===== src/rtl/fp_itof_pkg.sv =====
// Shared fp32 field widths, the packed fp32 type and the integer-to-float stage payloads.
package fp_itof_pkg;

    localparam int FP_DATA_W = 32;
    localparam int FP_EXP_W  = 8;
    localparam int FP_MANT_W = 23;
    localparam int FP_BIAS   = 127;

    typedef struct packed {
        logic        sign;
        logic [7:0]  exp;
        logic [22:0] mant;
    } fp32_t;

    localparam fp32_t FP32_POS_ZERO = '0;

    typedef struct packed {
        logic        sign;
        logic        zero;
        logic [31:0] mag;
    } itof_s1_t;

    // The leading one is implicit after normalization, so only bits below it are kept.
    typedef struct packed {
        logic        sign;
        logic        zero;
        logic [30:0] norm;
        logic [7:0]  exp;
    } itof_s2_t;

endpackage


===== src/rtl/fp_lzc32.sv =====
// Combinational 32-bit leading-zero counter with an all-zero flag.
module fp_lzc32 (
    input  logic [31:0] val,
    output logic [5:0]  cnt,
    output logic        all_zero
);

    // Later iterations win, so the highest set bit decides the count.
    always_comb begin
        cnt = 6'd0;
        for (int i = 0; i < 32; i++) begin
            if (val[i]) cnt = 6'(31 - i);
        end
    end

    assign all_zero = (val == 32'd0);

endmodule


===== src/rtl/fp_itof.sv =====
// Three-stage signed/unsigned int32 to fp32 converter, round-to-nearest-even, with
// valid/ready flow control and bubble collapse at every stage.
module fp_itof
    import fp_itof_pkg::*;
#(
    parameter int DATA_WIDTH = FP_DATA_W,
    parameter int EXP_WIDTH  = FP_EXP_W,
    parameter int MANT_WIDTH = FP_MANT_W,
    parameter int BIAS       = FP_BIAS
) (
    input  logic                  clk,
    input  logic                  rst,
    input  logic                  in_valid,
    output logic                  in_ready,
    input  logic [DATA_WIDTH-1:0] int_in,
    input  logic                  is_unsigned,
    output logic                  out_valid,
    input  logic                  out_ready,
    output logic [DATA_WIDTH-1:0] float_result,
    output logic                  inexact
);

    if (DATA_WIDTH != 32 || EXP_WIDTH != 8 || MANT_WIDTH != 23) begin : g_bad_cfg
        $fatal(1, "fp_itof supports only 32-bit operands with an 8/23 fp32 layout");
    end

    logic     v1, v2, v3;
    logic     rdy1, rdy2, rdy3;
    itof_s1_t s1_d, s1_q;
    itof_s2_t s2_d, s2_q;
    fp32_t    res_d, res_q;
    logic     inx_d, inx_q;
    logic [5:0] lzc;
    logic       lz_zero;

    // An empty stage always loads, so a bubble is absorbed even under a stall.
    assign rdy3     = !v3 || out_ready;
    assign rdy2     = !v2 || rdy3;
    assign rdy1     = !v1 || rdy2;
    assign in_ready = rdy1;

    // S1: sign and magnitude; 0x80000000 negates to itself, which reads as 2^31.
    always_comb begin
        s1_d      = '0;
        s1_d.sign = !is_unsigned && int_in[31];
        s1_d.mag  = s1_d.sign ? (~int_in + 32'd1) : int_in;
        s1_d.zero = (int_in == '0);
    end

    fp_lzc32 u_lzc (
        .val      (s1_q.mag),
        .cnt      (lzc),
        .all_zero (lz_zero)
    );

    // S2: normalize so the leading one lands in bit 31.
    always_comb begin
        s2_d      = '0;
        s2_d.sign = s1_q.sign;
        s2_d.zero = s1_q.zero;
        s2_d.norm = 31'(s1_q.mag << lzc);
        s2_d.exp  = lz_zero ? 8'd0 : 8'(BIAS + 31) - {2'b00, lzc};
    end

    // S3: round to nearest even; a mantissa carry only bumps the exponent (max 159).
    logic [22:0] mant;
    logic        guard, sticky, rnd_up;
    logic [23:0] mant_rnd;

    always_comb begin
        mant     = s2_q.norm[30:8];
        guard    = s2_q.norm[7];
        sticky   = |s2_q.norm[6:0];
        rnd_up   = guard && (sticky || mant[0]);
        mant_rnd = {1'b0, mant} + {23'd0, rnd_up};
        res_d.sign = s2_q.sign;
        res_d.exp  = s2_q.exp + {7'd0, mant_rnd[23]};
        res_d.mant = mant_rnd[22:0];
        inx_d      = guard || sticky;
        if (s2_q.zero) begin
            res_d = FP32_POS_ZERO;
            inx_d = 1'b0;
        end
    end

    always_ff @(posedge clk or negedge rst) begin
        if (!rst) begin
            v1    <= 1'b0;
            v2    <= 1'b0;
            v3    <= 1'b0;
            s1_q  <= '0;
            s2_q  <= '0;
            res_q <= '0;
            inx_q <= 1'b0;
        end else begin
            if (rdy1) v1 <= in_valid;
            if (rdy1 && in_valid) s1_q <= s1_d;
            if (rdy2) v2 <= v1;
            if (rdy2 && v1) s2_q <= s2_d;
            if (rdy3) v3 <= v2;
            if (rdy3 && v2) begin
                res_q <= res_d;
                inx_q <= inx_d;
            end
        end
    end

    assign out_valid    = v3;
    assign float_result = res_q;
    assign inexact      = inx_q;

endmodule


===== config.mk =====
export PLATFORM = sky130hd
export DESIGN_NAME = fp_itof
export DESIGN_NICKNAME = d
export VERILOG_FILES = /design/src/rtl/fp_itof_pkg.sv /design/src/rtl/fp_lzc32.sv /design/src/rtl/fp_itof.sv
export SDC_FILE = /design/constraint.sdc
export NUM_CORES = 1
export LEC_CHECK = 0
export CAP_MARGIN = 10
export CORE_ASPECT_RATIO = 0.75
export CORE_MARGIN = 5
export CORE_UTILIZATION = 25
export DETAILED_ROUTE_END_ITERATION = 10
export SYNTH_ARGS = -nofsm -noshare
export SYNTH_HDL_FRONTEND = slang
export SYNTH_SLANG_ARGS = --single-unit

===== constraint.sdc =====
create_clock -name clk -period 8.54 [get_ports clk]
set_input_delay 2.135 -clock clk [delete_from_list [all_inputs] [get_ports clk]]
set_output_delay 2.135 -clock clk [all_outputs]
set_load 0.01 [all_outputs]

==> results of run 1 <==
metrics by stage:
stage | worst slack (ns) | area, sq um | power (mW) | hold WS [ns]
after global placement | 3.05 | 8480 | 1.82 | 0.463
after CTS | 3.01 | 8790 | 2.27 | 0.489
after global routing | 2.93 | 8790 | 2.42 | 0.511
final | 3.02 | 8790 | 2.26 | 0.484
after floorplan | 3.98 | 7530 | 1.46 | 0.439
after detailed placement | 3.02 | 8480 | 1.83 | 0.469
cell type report:
cell class | count | area [sq um] | area share
clock buffer | 9 | 225 | 0.0256
clock inverter | 7 | 81.3 | 0.00925
inverter | 16 | 67.6 | 0.00769
multi-input combinational | 709 | 4370 | 0.497
sequential | 111 | 2780 | 0.316
tap | 399 | 499 | 0.0568
timing repair buffer | 79 | 768 | 0.0874
report_power, final:
part	internal, mW	switching [mW]	leakage (nW)
logic	0.429	0.530	1.96
registers	0.688	0.184	1.38
clock network	0.208	0.226	0.146
metal layers:
metal | track usage | up-vias | wire length (um)
met4 | 0.0259 | 0 | 198
met5 | 0 | - | 0
met3 | 0.0256 | 14 | 1390
met1 | 0.197 | 3310 | 10800
li1 | - | 3301 | -
met2 | 0.194 | 206 | 9700
kinds of logic (layout without fill, tap and decap cells):
| logic type | after synthesis | after routing | share of synthesized area |
|---|---|---|---|
| compound gates | 260 | 260 | 0.223 |
| xor+xnor | 58 | 58 | 0.0675 |
| fa+ha+maj | 6 | 6 | 0.00997 |
| buf+inv | 87 | 111 | 0.0522 |
| flops | 111 | 111 | 0.369 |
| mux | 50 | 50 | 0.0678 |
| simple gates | 335 | 335 | 0.211 |
registers in the layout (all words and copies together) (netlist names):
name,flops
mant,23
s2_q,17
guard,1
v2,1
s1_q,34
v1,1
out_valid,1
float_result,32
inexact,1
worst max-delay path, cell delays in order:
cell             delay, ns
clkdlybuf4s50_1       0.42
nor2b_1               0.17
nand3_1               0.15
clkdlybuf4s50_1       0.51
path summary, 6_finish.rpt:
path	startpoint	end	cells past startpoint
max in group asynchronous	rst	s1_q[17]	2
min in group asynchronous	rst	v1	1
max reg2reg	s1_q[28]	mant[19]	9
min	float_result[4]	float_result[4]	2
max	out_ready	in_ready	4
min reg2reg	float_result[4]	float_result[4]	2
placed cells by master (no fill, tap or decap), types with 5 or more instances in the layout:
cell / count
a21oi_1: 45
a221o_1: 6
a221oi_1: 5
a22o_1: 14
a22oi_1: 12
and2_1: 7
and3_1: 17
buf_4: 9
clkbuf_16: 9
clkdlybuf4s50_1: 70
dfrtp_1: 111
ha_1: 6
inv_1: 14
mux2_2: 8
mux2i_1: 42
nand2_1: 152
nand2b_1: 16
nand3_1: 19
nand4_1: 13
nor2_1: 50
nor2b_1: 6
nor3_1: 23
nor4_1: 9
o211ai_1: 14
o21ai_0: 101
o31ai_1: 11
or4_1: 7
xnor2_1: 28
xor2_1: 30
==> results by group, run 1 <==
Outcome
  • Status: finished, final reports clean

Yosys
  • Proportion of netlist area held by the largest area contributor: 0.369
  • Seq cells post-synth: 111
  • Asr flop ratio synth: 1.00
  • Ys flop type: dfrtp_1
  • Syn nets: 950
  • Avg Cell Area, Syn: 8.30 sq um
  • Post-synth top cells: nand2_1, dfrtp_1, o21ai_0
  • Yosys top cell by area: dfrtp_1
  • Most numerous cell in the Yosys netlist: nand2_1
  • Ys Warns: 0
  • Synthesized instance count: 907
  • Library cells used by synthesis: 67
  • Synth Cell Area: 0.00753 sq mm
  • Number of synthesized flops with an enable pin: 0
  • Register area share after synthesis: 0.369
  • Area contributors post-synth: dfrtp_1, nand2_1, o21ai_0

Clocking
  • Cts-stage hold buffer count: 0
  • Number of H-tree levels: 3
  • CTS tree: done
  • Resized Gates After CTS: 0
  • Clock Tree Buf Depth: 2
  • Clock transition at path regs: 0.08 ns
  • Clock Latency Late Sink: around 0.37 ns
  • Postcts setup bufs: 0
  • CTS buffer count: 9
  • Sink Count: ~110
  • CTS Root Cell: clkbuf_16

Critical path
  • Crit Path Class: in2out
  • Critical path launch point type: input port
  • CP max FO: 3
  • Critical Path AT: approximately 3.4 ns
  • CP required: 6.41 ns
  • Flop2flop setup slack: 4.48 ns
  • Crit path capture type: output pin

STA
  • Slew headroom: 0.299
  • RSZ-0062 raised after global routing: no
  • Final Hold Viols: 0
  • Fmax: 181 MHz
  • Final period utilization: 0.647
  • Setup tns final: 0 ns
  • Final Slew Violations: 0
  • Final Critical Period: 5.52 ns
  • Clk_skew: 0.0146 ns
  • Worst-Margin Slew: around 1.0 ns
  • Final setup violation count: 0

Placed design
  • Final GP Congestion: 0.916
  • Buffers on Ports: a little over 70
  • HPWL after DPL: 16500 um
  • Dpl cells: around 1.3k

Finish
  • P&R area growth vs syn: 16.7%
  • Nets: 969
  • Fin cells: ~1.3k
  • Finished Core Util: 0.294
  • Layout cells sized above 1: 0.0526
  • # fillers: 3208
  • Ant. Diodes: 0

Drt
  • Routed WL: between 20000 and 25000 um
  • Vias per cell: 5.14
  • Router iterations before antenna repair: 5
  • Starting DRC count in detailed routing: 572
  • # DRC: 0
  • Antenna-violating nets left: 0
  • Via count: 6831
  • DR WL/cell: 16.6 um

Global route
  • First-pass GRT wire length: 36200 um
  • Vias in the first global route: 6446
  • GRT overflow: 0
  • Initial antenna violation count: 0
  • Largest net degree at the start of global routing: between 60 and 70
  • Total track usage: 0.131

Floorplanning
  • FP Rows: 55
  • Core area: 0.0299 sq mm
  • Starting Density: 0.252
  • Die area: 0.0337 sq mm
  • Die Span Y: 160 um
  • Number of I/O pins: 72
  • Die Wd: 210 um

Pwr
  • Power per cell area: approximately 260 mW/mm^2
  • Max IR drop VDD: 0.000107 V
  • Leak: 3.49 nW

Min path
  • Worst hold path type: reg2reg

Run
  • Max_cap viols: 0
(Power assumes the default switching activity.)
==> run 2: changes to the inputs <==
==> constraint.sdc (replaced) <==
create_clock -name clk -period 5 [get_ports clk]
set_input_delay 1.25 -clock clk [delete_from_list [all_inputs] [get_ports clk]]
set_output_delay 1.25 -clock clk [all_outputs]
set_load 0.01 [all_outputs]
==> run 2 against run 1 <==
Net effect: via count grew 0.50%; global-route usage is essentially flat; largest power group unchanged; largest cell class unchanged; sequential cell count is the same; design area grew 0.71%; clock skew grew 0.0019 ns; total power grew 75%; setup slack lost 1.9 ns; first-iteration DRC count grew 26%; non-clock buffer count grew 4; sequential share of layout area shrank 0.22 points; clock power grew 90%; sequential power grew 71%.
==> results by group, run 2 (synthesis results as in run 1) <==
STA
  • Setup tns final: 0 ns (unchanged)
  • Final Critical Period: 3.90 ns
  • Slew headroom: 0.317 (was 0.299)
  • RSZ-0062 raised after global routing: no (unchanged)
  • Clk_skew: 0.0165 ns (was 0.0146 ns)
  • Final period utilization: 0.780
  • Final Hold Viols: 0 (unchanged)
  • Final setup violation count: 0 (unchanged)
  • Worst-Margin Slew: 1.02 ns (was 1.05 ns)
  • Final Slew Violations: 0 (unchanged)
  • Fmax: 257 MHz

Drt
  • Antenna-violating nets left: 0 (unchanged)
  • Routed WL: 22100 um (about the same)
  • Starting DRC count in detailed routing: 720 (was 572)
  • # DRC: 0 (unchanged)
  • Via count: 6865 (was 6831)
  • DR WL/cell: 16.6 um (about the same)
  • Router iterations before antenna repair: 5 (unchanged)
  • Vias per cell: 5.15 (was 5.14)

Global route
  • Vias in the first global route: 6482 (was 6446)
  • Total track usage: 0.130 (was 0.131)
  • Initial antenna violation count: 0 (unchanged)
  • First-pass GRT wire length: 36400 um (was 36200 um)
  • GRT overflow: 0 (unchanged)
  • Largest net degree at the start of global routing: 52 (was 69)

Critical path
  • Critical Path AT: 4.15 ns (was 3.39 ns)
  • CP Buf/Inv Count: 0 (was 2)
  • Critical path launch point type: flop (was input port)
  • Crit Path Class: reg2reg (was in2out)
  • CP max FO: 17 (was 3)
  • CP Cell Sequence: or4_1, o211a_1, o21ai_2, and2_1, mux2i_1, mux2i_1, mux2i_1, o21ai_0, a221o_1 (was clkdlybuf4s50_1, nor2b_1, nand3_1, clkdlybuf4s50_1)
  • Critical path's largest stage delay: 0.62 ns (was 0.51 ns)
  • Critical path's slowest cell: and2_1 (was clkdlybuf4s50_1)
  • CP required: 5.25 ns (was 6.41 ns)
  • Crit path capture type: flop (was output pin)
  • Most numerous cell on the critical path: mux2i_1 (was clkdlybuf4s50_1)
  • Largest delay share family, worst path: compound AO/OA/AOI/OAI gates (was buffers and inverters)

Clocking
  • Postcts setup bufs: 0 (unchanged)
  • Clock Tree Buf Depth: 2 (unchanged)
  • CTS buffer count: 9 (unchanged)
  • Sink Count: 111 (unchanged)
  • Cts-stage hold buffer count: 0 (unchanged)
  • Number of H-tree levels: 3 (unchanged)
  • Clock Latency Late Sink: 0.36 ns (was 0.37 ns)
  • Clock transition at path regs: 0.08 ns (about the same)
  • CTS Root Cell: clkbuf_16 (unchanged)
  • Resized Gates After CTS: 0 (unchanged)
  • CTS tree: done (unchanged)

Pwr
  • Power per cell area: 449 mW/mm^2 (was 258 mW/mm^2)
  • Max IR drop VDD: 0.000194 V (was 0.000107 V)
  • Leak: 3.53 nW (was 3.49 nW)
  • Tot Pwr: 3.97 mW (was 2.26 mW)

Finish
  • Largest register FFs: 34 (unchanged)
  • Nets: 973 (was 969)
  • Fin cells: 1334 (was 1330)
  • Most frequent cells in the layout: nand2_1, dfrtp_1, o21ai_0, clkdlybuf4s50_1, nor2_1 (unchanged)
  • Layout cells sized above 1: 0.0556 (was 0.0526)
  • P&R area growth vs syn: 17.6% (was 16.7%)
  • Design area: 0.00885 sq mm (was 0.00879 sq mm)
  • Most flops, register: s1_q (unchanged)
  • Commonest non-fill, non-tap cell in the layout: nand2_1 (unchanged)
  • Ant. Diodes: 0 (unchanged)
  • # fillers: 3204 (was 3208)

Run
  • Max_cap viols: 0 (unchanged)

Placed design
  • Placement Cell Area: 0.00851 sq mm (was 0.00848 sq mm)
  • Buffers on Ports: 71 (unchanged)
  • Final GP Congestion: 0.913 (was 0.916)
  • HPWL after DPL: 16500 um (about the same)
  • Dpl cells: 1318 (was 1314)

Floorplanning
  • FP Rows: 55 (unchanged)
  • Core area: 0.0299 sq mm (unchanged)
  • Die Span Y: 160 um (unchanged)
  • Starting Density: 0.252 (unchanged)
  • Die area: 0.0337 sq mm (unchanged)
  • Number of I/O pins: 72 (unchanged)
  • Die Wd: 210 um (unchanged)

Min path
  • Worst hold path type: reg2reg (unchanged)

Outcome
  • Status: finished, final reports clean (unchanged)
[run 2: cell count changes in the layout (fill, tap and decap cells not counted), sizes merged]
| cell | delta |
|---|---|
| buf | +4 |
| bufinv | +2 |
| clkbuf | +1 |
| clkinv | -4 |
| clkinvlp | -1 |
| inv | +2 |
[run 2: cell type report]
type                    instances  area (sq um)  share of cell area
flip-flops and latches        111          2780               0.314
multi-input cells             709          4370               0.494
clock inverters                 6           110              0.0124
clock buffers                  10           229              0.0259
well taps                     399           499              0.0564
repair buffers                 83           798              0.0902
inverters                      16          67.6             0.00763
[run 2: path summary, 6_finish.rpt]
check	slack, ns	end	cells after the start	startpoint
worst max-delay path	1.10	mant[18]	9	s1_q[5]
worst min-delay path	0.48	float_result[28]	2	float_result[28]
worst max register to register	1.10	mant[18]	9	s1_q[5]
worst min register to register	0.48	float_result[28]	2	float_result[28]
max in group asynchronous	3.33	mant[9]	2	rst
min in group asynchronous	0.77	float_result[26]	1	rst
[run 2: power breakdown]
part / internal [mW] / switching (mW)
Sequential: 1.17 / 0.319
Clock: 0.455 / 0.368
Combinational: 0.742 / 0.912
[run 2: worst min-delay path, delay by kind of cell (launching register included)]
kind / cells / cell delay, ns
DFF: 1 / 0.34
AOI/OAI and AO/OA: 1 / 0.06
and+or+nand+nor: 1 / 0.04
[run 2: metal layers]
metal / vias up / wire length [um] / global-route usage / part of all wire
met2: 252 / 9560 / 0.195 / 0.43
met1: 3285 / 10800 / 0.195 / 0.49
met4: 0 / 254 / 0.0271 / 0.011
met5: - / 0 / 0 / 0
met3: 23 / 1560 / 0.0258 / 0.070
li1: 3305 / - / - / -
[run 2: stage by stage]
step | hold slack [ns] | util | setup WS (ns)
2_1_floorplan | 0.439 | - | 1.74
3_3_place_gp | 0.463 | 0.284 | 0.834
3_5_place_dp | 0.470 | 0.284 | 0.764
4_1_cts | 0.488 | 0.296 | 1.13
5_1_grt | 0.510 | 0.296 | 0.820
6_report | 0.478 | 0.296 | 1.10
